`src/rtl/mux_pkg.sv`:
```
// Shared definitions for the N-way multiplexer family: the operating mode
// encoding used by mux_n_w_rr and its testbench.
package mux_pkg;

  typedef enum logic {
    MODE_FIXED = 1'b0,
    MODE_RR    = 1'b1
  } mode_e;

endpackage

```
`src/rtl/rr_arbiter.sv`:
```
// Round-robin priority search over N requesters. The pointer remembers the
// last channel served; the search starts just above it and wraps to 0.
module rr_arbiter #(
  parameter int N = 4,
  localparam int SEL_W = $clog2(N)
) (
  input  logic             clk,
  input  logic             rst_n,
  input  logic [N-1:0]     req,
  input  logic             advance,
  input  logic [SEL_W-1:0] adv_idx,
  output logic             grant_valid,
  output logic [SEL_W-1:0] grant_idx
);

  localparam int PAD_N = 1 << SEL_W;

  logic [SEL_W-1:0] ptr;
  logic [PAD_N-1:0] req_pad;

  assign req_pad = PAD_N'(req);

  // Reset to N-1 so that the very first search lands on channel 0.
  always_ff @(posedge clk or negedge rst_n) begin
    if (!rst_n) begin
      ptr <= SEL_W'(N - 1);
    end else if (advance) begin
      ptr <= adv_idx;
    end
  end

  always_comb begin
    int               cand;
    logic [SEL_W-1:0] cand_idx;
    grant_valid = 1'b0;
    grant_idx   = '0;
    cand        = 0;
    cand_idx    = '0;
    for (int i = 1; i <= N; i++) begin
      cand = int'(ptr) + i;
      if (cand >= N) begin
        cand = cand - N;
      end
      cand_idx = SEL_W'(cand);
      if (!grant_valid && req_pad[cand_idx]) begin
        grant_valid = 1'b1;
        grant_idx   = cand_idx;
      end
    end
  end

endmodule

```
`src/rtl/mux_n_w_rr.sv`:
```
// N-channel, WIDTH-bit multiplexer with a single registered output stage.
// Channel choice is either a fixed select or round-robin over valid inputs.
module mux_n_w_rr
  import mux_pkg::*;
#(
  parameter int WIDTH = 32,
  parameter int N = 4,
  localparam int SEL_W = $clog2(N)
) (
  input  logic               clk,
  input  logic               rst_n,
  input  logic               enable,
  input  logic               mode,
  input  logic [SEL_W-1:0]   select,
  input  logic [N-1:0]       in_valid,
  input  logic [N*WIDTH-1:0] in_data,
  output logic [N-1:0]       in_ready,
  output logic               out_valid,
  output logic [WIDTH-1:0]   out_data,
  output logic [SEL_W-1:0]   out_chan,
  input  logic               out_ready,
  output logic               sel_err
);

  localparam int PAD_N = 1 << SEL_W;

  mode_e            mode_q;
  logic             load_ok;
  logic             sel_legal;
  logic             fixed_valid;
  logic             rr_valid;
  logic             grant_valid;
  logic             xfer;
  logic [SEL_W-1:0] rr_idx;
  logic [SEL_W-1:0] grant_idx;
  logic [PAD_N-1:0] valid_pad;
  logic [WIDTH-1:0] grant_data;

  assign mode_q    = mode_e'(mode);
  assign load_ok   = !out_valid || out_ready;
  assign sel_legal = int'(select) < N;
  assign valid_pad = PAD_N'(in_valid);

  // Out-of-range selects read the zero padding, so they can never grant.
  assign fixed_valid = sel_legal && valid_pad[select];
  assign grant_valid = enable && ((mode_q == MODE_RR) ? rr_valid : fixed_valid);
  assign grant_idx   = (mode_q == MODE_RR) ? rr_idx : select;
  assign xfer        = rst_n && grant_valid && load_ok;
  assign in_ready    = xfer ? (N'(1) << grant_idx) : '0;

  rr_arbiter #(
    .N(N)
  ) u_rr_arbiter (
    .clk        (clk),
    .rst_n      (rst_n),
    .req        (in_valid),
    .advance    (xfer),
    .adv_idx    (grant_idx),
    .grant_valid(rr_valid),
    .grant_idx  (rr_idx)
  );

  always_comb begin
    grant_data = '0;
    for (int i = 0; i < N; i++) begin
      if (int'(grant_idx) == i) begin
        grant_data = in_data[i*WIDTH +: WIDTH];
      end
    end
  end

  // A drain and a fresh load may coincide; the load wins and keeps out_valid high.
  always_ff @(posedge clk or negedge rst_n) begin
    if (!rst_n) begin
      out_valid <= 1'b0;
      out_data  <= '0;
      out_chan  <= '0;
    end else if (xfer) begin
      out_valid <= 1'b1;
      out_data  <= grant_data;
      out_chan  <= grant_idx;
    end else if (out_ready) begin
      out_valid <= 1'b0;
    end
  end

  always_ff @(posedge clk or negedge rst_n) begin
    if (!rst_n) begin
      sel_err <= 1'b0;
    end else begin
      sel_err <= enable && (mode_q == MODE_FIXED) && !sel_legal;
    end
  end

endmodule

```
`config.mk`:
```
export PLATFORM = sky130hd
export DESIGN_NAME = mux_n_w_rr
export DESIGN_NICKNAME = d
export VERILOG_FILES = /design/src/rtl/mux_pkg.sv /design/src/rtl/rr_arbiter.sv /design/src/rtl/mux_n_w_rr.sv
export SDC_FILE = /design/constraint.sdc
export NUM_CORES = 1
export LEC_CHECK = 0
export ABC_CLOCK_PERIOD_IN_PS = 2100
export CORE_MARGIN = 4
export CORE_UTILIZATION = 33
export DETAILED_ROUTE_END_ITERATION = 8
export GPL_ROUTABILITY_DRIVEN = 0
export HOLD_SLACK_MARGIN = 0.06
export PLACE_DENSITY = 0.9
export SKIP_LAST_GASP = 1
export SLEW_MARGIN = 25
export SYNTH_ARGS = -nofsm -noshare
export SYNTH_HDL_FRONTEND = slang
export SYNTH_HIERARCHICAL = 1
export SYNTH_SLANG_ARGS = --single-unit
```
`constraint.sdc`:
```
create_clock -name clk -period 2.1 [get_ports clk]
set_clock_uncertainty 0.2 [all_clocks]
set_input_delay 0.21 -clock clk [delete_from_list [all_inputs] [get_ports clk]]
set_output_delay 0.21 -clock clk [all_outputs]
set_load 0.03 [all_outputs]
```
==> results.rst <==
.. list-table::
   :header-rows: 1

   * - Metric
     - Value
   * - Total power
     - 4.829 mW
   * - Cell taking the most area after synthesis
     - mux2i_1
   * - Count of mapped cells out of synthesis
     - around 220
   * - Setup repair after global routing missed its margin
     - true
   * - Share of flip-flops with an asynchronous set or reset after synthesis
     - 100.0%
   * - CP max FO
     - 6
   * - Net count of the finished layout
     - between 500 and 600
   * - Post-synth design cell area
     - between 2000 and 3000 µm²
   * - Level count of the clock H-tree
     - 2
   * - Antenna fix cells
     - 0
   * - Initial antenna violation count
     - 0
   * - Post-synth cell types
     - 25
   * - Leakage
     - 2.324 nW
   * - Setup-violating endpoint count in the final report
     - 38
   * - Number of DRC markers after the initial detailed-route iteration
     - 25
   * - Number of optimization iterations in the first detailed-route pass
     - 4
   * - Net switching power of the design
     - 1.840 mW
   * - Vias in the first global route
     - 2903
   * - Time the final worst path needs with I/O delays and setup
     - 2.537 ns
   * - Maximum frequency from static timing analysis
     - roughly 0.39 GHz
   * - Area of combinational cells with multiple inputs
     - ~1800 µm²
   * - Kind of start point of the critical path
     - register
   * - Quantity of I/O buffers inserted on ports
     - 177
   * - Run status
     - finished with violations
   * - Total negative slack for setup checks
     - -14.81 ns
   * - Arrival time at the worst endpoint
     - around 2.5 ns
   * - Max Buffers Root-to-Sink
     - 2
   * - Switching Share
     - 38.11%
   * - Share of power burned in combinational logic
     - 63.9%
   * - Post-synthesis to final-layout area growth
     - 98.90%
   * - Top FF cell, synth
     - dfrtp_1
   * - Post-route design area
     - 5224 µm²
   * - Ratio of total power to cell area
     - 924.4 nW/µm²
   * - Via count
     - 2558
   * - Row Count
     - 32
   * - Clock transition time at the flip-flop clock pins of the worst setup and hold paths
     - 0.07 ns
   * - Max rail drop VDD
     - 608.6 µV
   * - Fill cell instance count of the final layout
     - 565
   * - Data required, critical path
     - 2.07 ns
   * - YS warnings
     - 6
   * - Area fraction of the dominant cell type after synthesis
     - a little under two fifths
   * - Commonest cells after routing, fill and taps aside
     - clkdlybuf4s50_1 (166), mux2i_1 (89), dfrtp_1 (35), mux2_4 (25), buf_4 (15)
   * - Part of the Yosys area used for sequential elements
     - a little over a third
   * - Commonest non-fill, non-tap cell in the layout
     - clkdlybuf4s50_1
   * - Routed WL per cell
     - 18.20 µm
   * - DRC errors left
     - 0
   * - Mean area per synthesized cell
     - ~12 µm²
   * - Endpoint class of the critical path
     - register
   * - Horizontal die dimension
     - slightly below 100 µm
   * - Area after detailed placement
     - 4601 µm²
   * - Clock root buffer
     - clkbuf_8
   * - Register area
     - 928.4 µm²
   * - Die area
     - 9450 µm²
   * - Syn Nets
     - 355
   * - Post-detailed-route count of antenna-violating nets
     - 0
   * - Height of the die
     - 97.21 µm
   * - TritonCTS clock tree
     - yes
   * - Core occupancy in the finished layout
     - 67.60%
   * - Detailed-placement wirelength estimate
     - 6565 µm
   * - Worst setup path category
     - register to register
   * - First-pass GRT wire length
     - 14810 µm
   * - Total congestion overflow
     - 0
   * - Flop pwr share
     - 25.2%
   * - Fraction of layout instances using a drive strength above 1
     - 24.88%
   * - Number of CTS-inserted buffers
     - 5
   * - Final Cycle Share
     - 120.8%
   * - Fraction of power consumed by the clock network
     - 11.0%
   * - Total routed wirelength
     - 9536 µm
   * - Setup WS pre-CTS
     - -0.6454 ns
   * - #FFs+latches synth
     - 37
   * - Number of enable-type register cells in the synthesized netlist
     - 0
   * - Maximum capacitance violations
     - 0
   * - Starting density of the core
     - 33.99%
   * - Insertion delay to the later sink of the worst-skew pair
     - 0.28 ns
   * - Hold Fails Final Rpt
     - 0
   * - Via-to-Cell Ratio
     - 4.882
   * - Number of clock sinks seen by CTS
     - 37
   * - Worst min-delay path class
     - primary input to register
   * - GRT Resource Usage Total
     - 19.42%
   * - Pin count of the biggest net entering global routing
     - 38
   * - Io pins
     - roughly 180
   * - Final Worst Setup Slack
     - -0.4373 ns
   * - Cell-internal power
     - 2.989 mW
   * - Violated checks
     - setup timing
   * - Ranking of synthesized cells by area
     - mux2i_1 (37%), dfrtp_1 (33%), mux2_2 (13%)
   * - Pins Over Slew Limit
     - 0
   * - Core region area
     - between 7000 and 8000 µm²
-- final timing paths --
kind | start | endpoint | slack, ns | depth (start not counted)
setup / recovery | u_rr_arbiter/ptr[1]$_DFFE_PN1P_ | out_data[10]$_DFFE_PN0P_ | -0.44 | 10
hold / removal | rst_n | out_valid$_DFFE_PN0P_ | 0.13 | 3
setup reg to reg | u_rr_arbiter/ptr[1]$_DFFE_PN1P_ | out_data[10]$_DFFE_PN0P_ | -0.44 | 10
hold reg to reg | out_data[27]$_DFFE_PN0P_ | out_data[27]$_DFFE_PN0P_ | 0.31 | 1
max in group asynchronous | rst_n | u_rr_arbiter/ptr[0]$_DFFE_PN1P_ | 0.93 | 3
min in group asynchronous | rst_n | out_data[18]$_DFFE_PN0P_ | 0.42 | 3
-- worst max-delay path: stages, from the launching register on --
cell       delay [ns]
dfstp_2          0.59
a21oi_2          0.06
a31oi_1          0.18
a21oi_1          0.13
mux2i_2          0.23
clkinv_2         0.17
buf_12           0.19
clkbuf_16        0.16
mux2i_2          0.16
mux2i_1          0.09
mux2_4           0.26
-- power groups by stage --
stage               clock network (mW)  registers (mW)  logic, mW
floorplan                            0            1.80      0.922
global placement                     0            1.21       2.59
detailed placement                   0            1.22       2.63
CTS                              0.540            1.21       2.92
global route                     0.583            1.26       3.24
finish                           0.530            1.22       3.08
-- routing by layer --
metal | GRT usage [%] | part of all wire, % | up-vias
li1 | - | - | 1209
met1 | 21.33 | 39 | 1203
met2 | 35.46 | 51 | 126
met3 | 6.246 | 7.7 | 20
met4 | 5.964 | 2.0 | 0
met5 | 0 | 0 | -
-- sequential cells by signal, indices dropped and copies added, names as in the netlist --
name,flops
u_rr_arbiter/ptr,2
out_chan,2
out_data,32
out_valid,1
-- cells in the mapped netlist (2+ instances only) --
cell type and number:
a21oi_1 3, and3_1 4, buf_2 10, buf_4 3
buf_6 2, dfrtp_1 35, dfstp_2 2, inv_1 5
mux2_2 30, mux2_4 5, mux2i_1 98, nand2_1 2
nand2b_1 3, nor2_1 2, o21ai_0 2
-- through the flow --
step                hold WS [ns]  instances
floorplan                -0.2856        216
global placement          0.1569        497
detailed placement        0.1739        497
CTS                       0.1320        520
global route              0.1393        524
finish                    0.1331        524
-- final cells by class --
cell class | count | share of cell area (%)
timing repair buffer | 213 | 43.90
multi-input combinational | 158 | 33.58
sequential | 37 | 17.77
tap | 102 | 2.443
clock buffer | 6 | 1.581
inverter | 6 | 0.4551
clock inverter | 2 | 0.2635
-- kinds of logic (layout without fill, tap and decap cells) --
group | after synthesis | in the layout | synth area share (%)
DFF | 37 | 37 | 35.35
AOI/OAI and AO/OA | 9 | 9 | 2.716
buffers and inverters | 21 | 227 | 4.478
muxes | 135 | 135 | 54.45
other | 1 | 1 | 0.1428
and+or+nand+nor | 13 | 13 | 2.859
-- timing repair --
| item | 4_1_cts | 5_1_grt |
|---|---|---|
| resized for setup | 35 | 28 |
| setup endpoints to repair | 40 | 39 |
| hold buffers | 1 | 0 |
| hold endpoints to repair | 35 | 0 |
| setup buffers | 9 | 1 |
| pin swaps | 5 | 2 |
| gates cloned | 6 | 3 |
(Power assumes the default switching activity.)
